--- config.mk ---
export PLATFORM = sky130hd
export DESIGN_NAME = wrr4_burst_sched
export DESIGN_NICKNAME = d
export VERILOG_FILES = /design/src/rtl/wrr4_pkg.sv /design/src/rtl/wrr4_burst_sched_pick.sv /design/src/rtl/wrr4_burst_sched.sv
export SDC_FILE = /design/constraint.sdc
export NUM_CORES = 1
export LEC_CHECK = 0
export BUFFER_PORTS_ARGS = -buffer_cell sky130_fd_sc_hd__buf_2
export CORE_UTILIZATION = 45
export CTS_BUF_LIST = sky130_fd_sc_hd__clkbuf_8
export DETAILED_ROUTE_END_ITERATION = 10
export GPL_TIMING_DRIVEN = 1
export PLACE_DENSITY = 0.76
export SLEW_MARGIN = 20
export SYNTH_ARGS = -nofsm -noshare
export SYNTH_HDL_FRONTEND = slang
export SYNTH_SLANG_ARGS = --single-unit
export TNS_END_PERCENT = 20
--- constraint.sdc ---
create_clock -name clk -period 6.1 [get_ports clk]
set_input_delay 1.83 -clock clk [delete_from_list [all_inputs] [get_ports clk]]
set_output_delay 1.83 -clock clk [all_outputs]
set_load 0.02 [all_outputs]
--- src/rtl/wrr4_pkg.sv ---
// Shared definitions for the 4-requester weighted round-robin burst scheduler.
// Holds the requester count, index and weight-field widths, FSM states and small bit helpers.
package wrr4_pkg;

    localparam int NUM_REQ  = 4;
    localparam int ID_W     = 2;
    localparam int WEIGHT_W = 2;

    typedef enum logic [1:0] {
        IDLE  = 2'd0,
        OFFER = 2'd1,
        BUSY  = 2'd2
    } state_t;

    function automatic logic [ID_W-1:0] onehot_to_id(input logic [NUM_REQ-1:0] oh);
        logic [ID_W-1:0] id;
        id = '0;
        for (int i = 0; i < NUM_REQ; i++) begin
            if (oh[i]) begin
                id = id | ID_W'(i);
            end
        end
        return id;
    endfunction

    // Isolates the least significant set bit (two's-complement trick).
    function automatic logic [NUM_REQ-1:0] lowest_set(input logic [NUM_REQ-1:0] v);
        return v & (~v + NUM_REQ'(1));
    endfunction

endpackage

--- src/rtl/wrr4_burst_sched_pick.sv ---
// Combinational round-robin picker: first asserted request at or after ptr,
// scanning upward and wrapping from the top requester back to requester 0.
module wrr4_pick
    import wrr4_pkg::*;
(
    input  logic [NUM_REQ-1:0] req,
    input  logic [ID_W-1:0]    ptr,
    output logic [NUM_REQ-1:0] pick,
    output logic               valid
);

    logic [ID_W-1:0] idx;
    logic            found;

    always_comb begin
        pick  = '0;
        found = 1'b0;
        idx   = '0;
        for (int k = 0; k < NUM_REQ; k++) begin
            idx = ptr + ID_W'(k);
            if (!found && req[idx]) begin
                pick[idx] = 1'b1;
                found     = 1'b1;
            end
        end
    end

    assign valid = |req;

endmodule

--- src/rtl/wrr4_burst_sched.sv ---
// Weighted round-robin scheduler granting one of four requesters a burst of weight+1 transactions.
// Optional starvation override is compiled in with the macro WRR4_STARVE_EN.
module wrr4_burst_sched
    import wrr4_pkg::*;
#(
    parameter int STARVE_LIMIT = 8
) (
    input  logic                clk,
    input  logic                rst_n,
    input  logic [NUM_REQ-1:0]  req,
    input  logic [7:0]          weight,
    input  logic                res_ready,
    input  logic                done,
    output logic [NUM_REQ-1:0]  grant,
    output logic                grant_valid,
    output logic [ID_W-1:0]     grant_id,
    output logic                busy,
    output logic [NUM_REQ-1:0]  starve_flag
);

    state_t                state;
    logic [ID_W-1:0]       ptr;
    logic [WEIGHT_W-1:0]   qcnt;

    logic [ID_W-1:0]       pick_ptr;
    logic [NUM_REQ-1:0]    rr_pick;
    logic                  rr_valid;
    logic [NUM_REQ-1:0]    override_pick;
    logic                  override;
    logic [NUM_REQ-1:0]    next_winner;
    logic                  next_valid;
    logic [ID_W-1:0]       next_id;
    logic [WEIGHT_W-1:0]   next_weight;
    logic                  retain;

    // On done the search starts just past the finishing grantee, so the
    // next winner is ready in the same cycle and no idle bubble appears.
    assign pick_ptr = (state == BUSY) ? grant_id + ID_W'(1) : ptr;

    wrr4_pick u_pick (
        .req   (req),
        .ptr   (pick_ptr),
        .pick  (rr_pick),
        .valid (rr_valid)
    );

    assign next_winner = override ? override_pick : rr_pick;
    assign next_valid  = override | rr_valid;
    assign next_id     = onehot_to_id(next_winner);
    assign next_weight = weight[int'(next_id)*WEIGHT_W +: WEIGHT_W];
    assign retain      = req[grant_id] && (qcnt != '0) && !override;

`ifdef WRR4_STARVE_EN
    localparam int CNT_W = $clog2(STARVE_LIMIT + 1);

    logic [CNT_W-1:0]   starve_cnt [NUM_REQ];
    logic [NUM_REQ-1:0] starved_req;
    logic               honoured_done;
    logic               fresh_select;

    assign honoured_done = (state == BUSY) && done;
    assign fresh_select  = next_valid && ((state == IDLE) || (honoured_done && !retain));

    // A waiting requester ages once per completed transaction of someone else;
    // being selected wipes its age.
    always_ff @(posedge clk or negedge rst_n) begin
        if (!rst_n) begin
            for (int i = 0; i < NUM_REQ; i++) begin
                starve_cnt[i] <= '0;
            end
        end else begin
            for (int i = 0; i < NUM_REQ; i++) begin
                if (fresh_select && next_winner[i]) begin
                    starve_cnt[i] <= '0;
                end else if (honoured_done && req[i] && (grant_id != ID_W'(i)) &&
                             (starve_cnt[i] != CNT_W'(STARVE_LIMIT))) begin
                    starve_cnt[i] <= starve_cnt[i] + CNT_W'(1);
                end
            end
        end
    end

    always_comb begin
        starve_flag = '0;
        for (int i = 0; i < NUM_REQ; i++) begin
            starve_flag[i] = (starve_cnt[i] == CNT_W'(STARVE_LIMIT));
        end
    end

    assign starved_req   = starve_flag & req;
    assign override      = |starved_req;
    assign override_pick = lowest_set(starved_req);
`else
    logic unused_starve_limit;

    assign unused_starve_limit = (STARVE_LIMIT > 0);
    assign starve_flag         = '0;
    assign override            = 1'b0;
    assign override_pick       = '0;
`endif

    always_ff @(posedge clk or negedge rst_n) begin
        if (!rst_n) begin
            state       <= IDLE;
            ptr         <= '0;
            qcnt        <= '0;
            grant       <= '0;
            grant_valid <= 1'b0;
            grant_id    <= '0;
            busy        <= 1'b0;
        end else begin
            case (state)
                IDLE: begin
                    if (next_valid) begin
                        grant       <= next_winner;
                        grant_valid <= 1'b1;
                        grant_id    <= next_id;
                        qcnt        <= next_weight;
                        state       <= OFFER;
                    end
                end

                // Acceptance takes precedence over a request dropping in the same cycle.
                OFFER: begin
                    if (res_ready) begin
                        busy  <= 1'b1;
                        state <= BUSY;
                    end else if (!req[grant_id]) begin
                        grant       <= '0;
                        grant_valid <= 1'b0;
                        grant_id    <= '0;
                        state       <= IDLE;
                    end
                end

                BUSY: begin
                    if (done) begin
                        busy <= 1'b0;
                        if (retain) begin
                            qcnt  <= qcnt - WEIGHT_W'(1);
                            state <= OFFER;
                        end else begin
                            ptr <= grant_id + ID_W'(1);
                            if (next_valid) begin
                                grant       <= next_winner;
                                grant_valid <= 1'b1;
                                grant_id    <= next_id;
                                qcnt        <= next_weight;
                                state       <= OFFER;
                            end else begin
                                grant       <= '0;
                                grant_valid <= 1'b0;
                                grant_id    <= '0;
                                state       <= IDLE;
                            end
                        end
                    end
                end

                default: begin
                    state       <= IDLE;
                    grant       <= '0;
                    grant_valid <= 1'b0;
                    grant_id    <= '0;
                    busy        <= 1'b0;
                end
            endcase
        end
    end

endmodule

# ---- Word level (Yosys, flattened, before mapping)
# Index checks and enable logic that the tools add are counted.
dict set report word_totals {
  regBits 14
  inputBits 16
  out_inout_bits 12
  elab_cells 119
}
dict set report classes {
  add_sub_neg 5
  n_lt_le_gt_ge 9
  n_eq_ne 9
  n_shift 1
  mux 63
  bitwise_logic 5
  n_reduce_logical 20
}
# operator n
set ops {}
lappend ops {{4-bit two-way mux} 10}
lappend ops {{2-bit two-way mux} 15}
lappend ops {{1-bit two-way mux} 23}
lappend ops {{2-bit by 3-bit less-than comparator with 1-bit output (second input constant)} 5}
lappend ops {{2-bit != test (second input constant)} 6}
lappend ops {{4-bit bitwise OR} 3}
lappend ops {{2-bit one-hot mux with 3 select lines} 2}
lappend ops {{4-bit one-hot mux with 3 select lines} 1}
lappend ops {{1-bit binary-select mux with 2-bit select} 5}
lappend ops {{3-bit AND reduction} 3}
lappend ops {{1-bit demux with 2-bit select} 4}
lappend ops {{2-bit by 1-bit greater-or-equal comparator with 1-bit output (second input constant)} 4}
lappend ops {{1-bit logical AND} 8}
lappend ops {{8-bit by 4-bit indexed part select with 2-bit output} 1}
lappend ops {{1-bit one-hot mux with 3 select lines} 2}
lappend ops {{5-bit AND reduction} 1}
lappend ops {{2-bit by 1-bit adder with 2-bit output (second input constant)} 2}
lappend ops {{2-bit adder (second input constant)} 2}
lappend ops {{2-bit one-hot mux with 2 select lines} 1}
lappend ops {{2-bit nonzero test} 2}
lappend ops {{4-bit OR reduction} 1}
lappend ops {{1-bit logical NOT} 3}
lappend ops {{3-bit != test (second input constant)} 1}
lappend ops {{2-bit by 1-bit == test with 1-bit output (second input constant)} 1}
lappend ops {{5 further kinds} 6}

# ---- Depth between registers and ports, before layout
dict set report logic_depth {
  ltp_word 22
  depth_mapped 12
  depth_no_buf 11
}

# ---- Hierarchy
# A second synthesis with hierarchy kept.
dict set report unflattened {
  cells_unflattened 133
  hier_area_um2 1243.7
}
# mod instances cells_per_inst area_each_um2 seq_area_each_um2
set by_module_without_submodules {}
lappend by_module_without_submodules {wrr4_burst_sched 1 96 898.4 350.3}
lappend by_module_without_submodules {wrr4_pick 1 37 345.3 0.0}

# ---- Least setup slack after synthesis
# Ideal clock, no wire load.
dict set report synth_path {
  kind {input port to flip-flop}
  from {in req[0]}
  to {reg qcnt[1]}
  setup_ns 0.128
  arrival_time_ns 3.457
  required_time_ns 5.972
  path_slack_ns 2.516
  cell_stages 8
  path_buffers 0
  path_cell_list {nand2b_1 mux2i_1 or4b_1 nand2_1 o21ai_0 and4_1 a2111oi_4 o31ai_2}
}
dict set report synth_between {
  elab_chain_len 20
  elab_cells_between_ends 36
  classes_between {1 x shift; 24 x mux; 3 x bitwise; 8 x reduce/logical}
}
# element line
set synth_rtl {}
lappend synth_rtl {{start, declared} wrr4_burst_sched.sv:10} ;# input logic [NUM_REQ-1:0] req,
lappend synth_rtl {{1-bit binary-select mux with 2-bit select} wrr4_burst_sched_pick.sv:21} ;# if (!found && req[idx]) begin
lappend synth_rtl {{1-bit two-way mux (implied by the code)} wrr4_burst_sched_pick.sv:21}
lappend synth_rtl {{1-bit two-way mux} wrr4_burst_sched_pick.sv:21}
lappend synth_rtl {{1-bit logical NOT} wrr4_burst_sched_pick.sv:21}
lappend synth_rtl {{1-bit logical AND} wrr4_burst_sched_pick.sv:21}
lappend synth_rtl {{1-bit two-way mux} wrr4_burst_sched_pick.sv:21}
lappend synth_rtl {{1-bit logical NOT} wrr4_burst_sched_pick.sv:21}
lappend synth_rtl {{1-bit logical AND} wrr4_burst_sched_pick.sv:21}
lappend synth_rtl {{[3 not listed]} -}
lappend synth_rtl {{4-bit two-way mux} wrr4_burst_sched_pick.sv:21}
lappend synth_rtl {{1-bit two-way mux} wrr4_pkg.sv:19} ;# if (oh[i]) begin
lappend synth_rtl {{2-bit two-way mux (2 in series)} wrr4_pkg.sv:19}
lappend synth_rtl {{8-bit by 4-bit indexed part select with 2-bit output} wrr4_burst_sched.sv:50} ;# assign next_weight = weight[int'(next_id)*WEIGHT_W +: WEIGHT_W];
lappend synth_rtl {{2-bit two-way mux} {wrr4_burst_sched.sv:114, wrr4_burst_sched.sv:144}}
lappend synth_rtl {{2-bit two-way mux} wrr4_burst_sched.sv:139} ;# if (retain) begin
lappend synth_rtl {{2-bit two-way mux} wrr4_burst_sched.sv:137} ;# if (done) begin
lappend synth_rtl {{2-bit one-hot mux with 2 select lines *} wrr4_burst_sched.sv:112} ;# case (state)
lappend synth_rtl {{end signal, assigned} wrr4_burst_sched.sv:118} ;# qcnt <= next_weight;
lappend synth_rtl {{end signal, assigned} wrr4_burst_sched.sv:140} ;# qcnt <= qcnt - WEIGHT_W'(1);
lappend synth_rtl {{end signal, assigned} wrr4_burst_sched.sv:148} ;# qcnt <= next_weight;
lappend synth_rtl {{end, declared} wrr4_burst_sched.sv:23} ;# logic [WEIGHT_W-1:0] qcnt;
# Mark *: on every way between the ends. The rest lies on a longest branch, timed or not. The select of a mux whose other input is x is not followed.
# A chain may end at the register's enable or synchronous reset.

# ---- Worst setup path after layout
# Ends and elaborated chain as after synthesis.

==> reports/qor.csv <==
metric,value,unit
synth_compound_area_share,17.3,%
ctsHoldBuffers,0,
cts_buffer_depth,2,
via_count,1123,
cp.arrival,3.82,ns
peakVddDrop,0.402,mV
synth_xor_area_share,0.672,%
first_global_vias,1082,
setup_slack,2.42,ns
syn_area,0.00130,sq mm
wl,2790,um
drtAntennaViolNets,0,
nets,188,
post-place-ws,2.18,ns
fin_skew,0.00178,ns
grt_max_degree,15,
drt_iter0_markers,27,
start_util,47.3,%
outcome,finished clean,
yosysWarningCount,0,
antenna_cells,0,
hold_viol_final,0,
grt_pass1_wl,4750,um
post-route-period-util,60.4,%
coreArea,0.00276,sq mm
cts_sinks,14,
ctsResizeCount,0,
power.leakage,0.695,nW
path_class,in -> reg,
syn_area_per_cell,9.38,sq um
period_needed,3.68,ns
cap_violations,0,
synth_simple_gate_area_share,22.5,%
crit_slowest_cell,or4b_1,
tightest_slew,0.586,ns
ios,28,
cts_tree,done,
grt_usage,19.3,%
h-tree-depth,1,
clkLatencyLatePin,0.25,ns
drv_slew,0,
cp_cell_sequence,"buf_2, nand2b_1, mux2i_1, or4b_1, nand2_1, o21ai_0, and4_1, a2111oi_4, o31ai_2",
num_rows,19,
power_density,588,mW/mm^2
yosysSeqAreaShare,26.9,%
slew_headroom,60.1,%
fmax,272,MHz
drive_gt1_share,28.8,%
dr.pass1.iters,4,
hold_class,reg -> reg,
die_x,55.8,um
start_kind,input port,
cts_root_buffer,clkbuf_8,
grt-ovfl-total,0,
ys_ff_latch,14,
synthMuxAreaShare,19.2,%
area_growth_syn_to_layout,13.3,%
critPathCaptureType,flop,
place_congestion,0.894,
synth_top_family_by_area,simple AND/OR/NAND/NOR gates,
fin_tns_setup,0,ns
dp_hpwl,2210,um
synthCells,139,
crit_buf_inv,1,
finalSetupViolCount,0,
path_clk_slew,0.06,ns
cp_max_fo,7,
die_h,55.8,um
cp_top_family,simple AND/OR/NAND/NOR gates,
required,6.23,ns
ys_types,45,
synthAdderAreaFrac,7.68,%
io_buffers,23,
antenna_found_initial,0,
vias_per_cell,5.79,
final_util,53.6,%
cts_setup_buffers,0,
rsz0062_at_grt,false,
dieArea,0.00312,sq mm
max_stage_delay,0.44,ns
routedWlPerCell,14.4,um
drc,0,
cts_made_buffers,3,
-- routing by layer --
metal  vias up  global-route usage [%]  part of all wire [%]
met4         0                    10.5                   1.8
met5         -                       0                     0
met1       551                    23.9                    44
li1        540                       -                     -
met2        27                    32.7                    52
met3         5                    2.33                   2.6
-- final timing paths --
kind,startpoint,to,slack (ns),depth (start not counted)
setup / recovery,req[0],qcnt[1]$_DFFE_PN0P_,2.42,9
hold / removal,grant[1]$_DFFE_PN0P_,grant[1]$_DFFE_PN0P_,0.48,1
setup reg to reg,state[1]$_DFFE_PN0P_,qcnt[1]$_DFFE_PN0P_,2.46,11
hold reg to reg,grant[1]$_DFFE_PN0P_,grant[1]$_DFFE_PN0P_,0.48,1
max in group asynchronous,rst_n,ptr[0]$_DFFE_PN0P_,4.40,1
min in group asynchronous,rst_n,state[0]$_DFFE_PN0P_,1.46,1
-- where the power goes --
part	leakage, nW	total (W)	internal (W)	switching (W)
Sequential	0.174	0.000174	0.000133	0.0000406
Clock	0.0288	0.0000934	0.0000573	0.0000361
Combinational	0.492	0.000602	0.000265	0.000337
Total	0.695	0.000869	0.000456	0.000414
-- registers in the layout (all words and copies together), names as in the netlist --
signal and cells:
ptr 2, grant 4, grant_id 2, grant_valid 1, qcnt 2, busy 1
state 2
-- synth_stat cells (all sizes together) --
cell type / n / area, sq um
a2111oi: 1 / 27.5
a21o: 2 / 15.0
a21oi: 6 / 30.0
a221oi: 1 / 8.76
a31oi: 2 / 12.5
a41oi: 3 / 26.3
and2: 3 / 23.8
and2b: 1 / 7.51
and4: 2 / 18.8
buf: 6 / 46.3
conb: 1 / 3.75
dfrtp: 14 / 350
ha: 8 / 100
inv: 7 / 26.3
mux2: 3 / 37.5
mux2i: 10 / 145
mux4: 3 / 67.6
nand2: 22 / 82.6
nand2b: 4 / 25.0
nand3: 4 / 20.0
nand3b: 1 / 7.51
nand4: 1 / 6.26
nor2: 10 / 45.0
nor2b: 3 / 26.3
nor4: 1 / 6.26
o211ai: 2 / 15.0
o21ai: 12 / 71.3
o22ai: 1 / 6.26
o31ai: 1 / 12.5
or2b: 1 / 7.51
or3: 1 / 6.26
or4b: 1 / 10.0
xor2: 1 / 8.76
-- cell usage in the layout (no fill, tap or decap), types with 4 or more instances in the layout --
cell / netlist / final
dfrtp_1: 14 / 14
conb_1: 1 / 4
nand3_1: 4 / 4
a21oi_1: 6 / 6
mux2i_1: 5 / 5
inv_1: 6 / 6
buf_2: 1 / 23
o21ai_0: 9 / 9
ha_1: 8 / 8
nand2_1: 22 / 22
clkbuf_8: 0 / 4
nor2_1: 9 / 9
nand2b_1: 4 / 4
-- metrics by stage --
step                      area (sq um)  power (W)  hold WS [ns]  instances
after CTS                         1480   0.000872         0.484        194
after floorplan                   1320   0.000667         0.466        142
final                             1480   0.000869         0.481        194
after global placement            1420   0.000756         0.457        190
after global routing              1480   0.000937         0.507        194
after detailed placement          1420   0.000777         0.467        190
-- area by class of cell --
cell class,instances,area [sq um]
Tap cell,31,38.8
Inverter,7,26.3
Multi-Input combinational cell,115,892
Sequential cell,14,350
Timing Repair Buffer,23,115
Fill cell,250,1280
Clock buffer,4,55.1
-- logic make-up after synthesis --
kind of cell    after synthesis
other cells                   1
mux                          16
compound gates               31
buf+inv                      13
simple gates                 55
flops                        14
fa+ha+maj                     8
xor+xnor                      1
No activity file was read; power rests on OpenSTA's default activity.
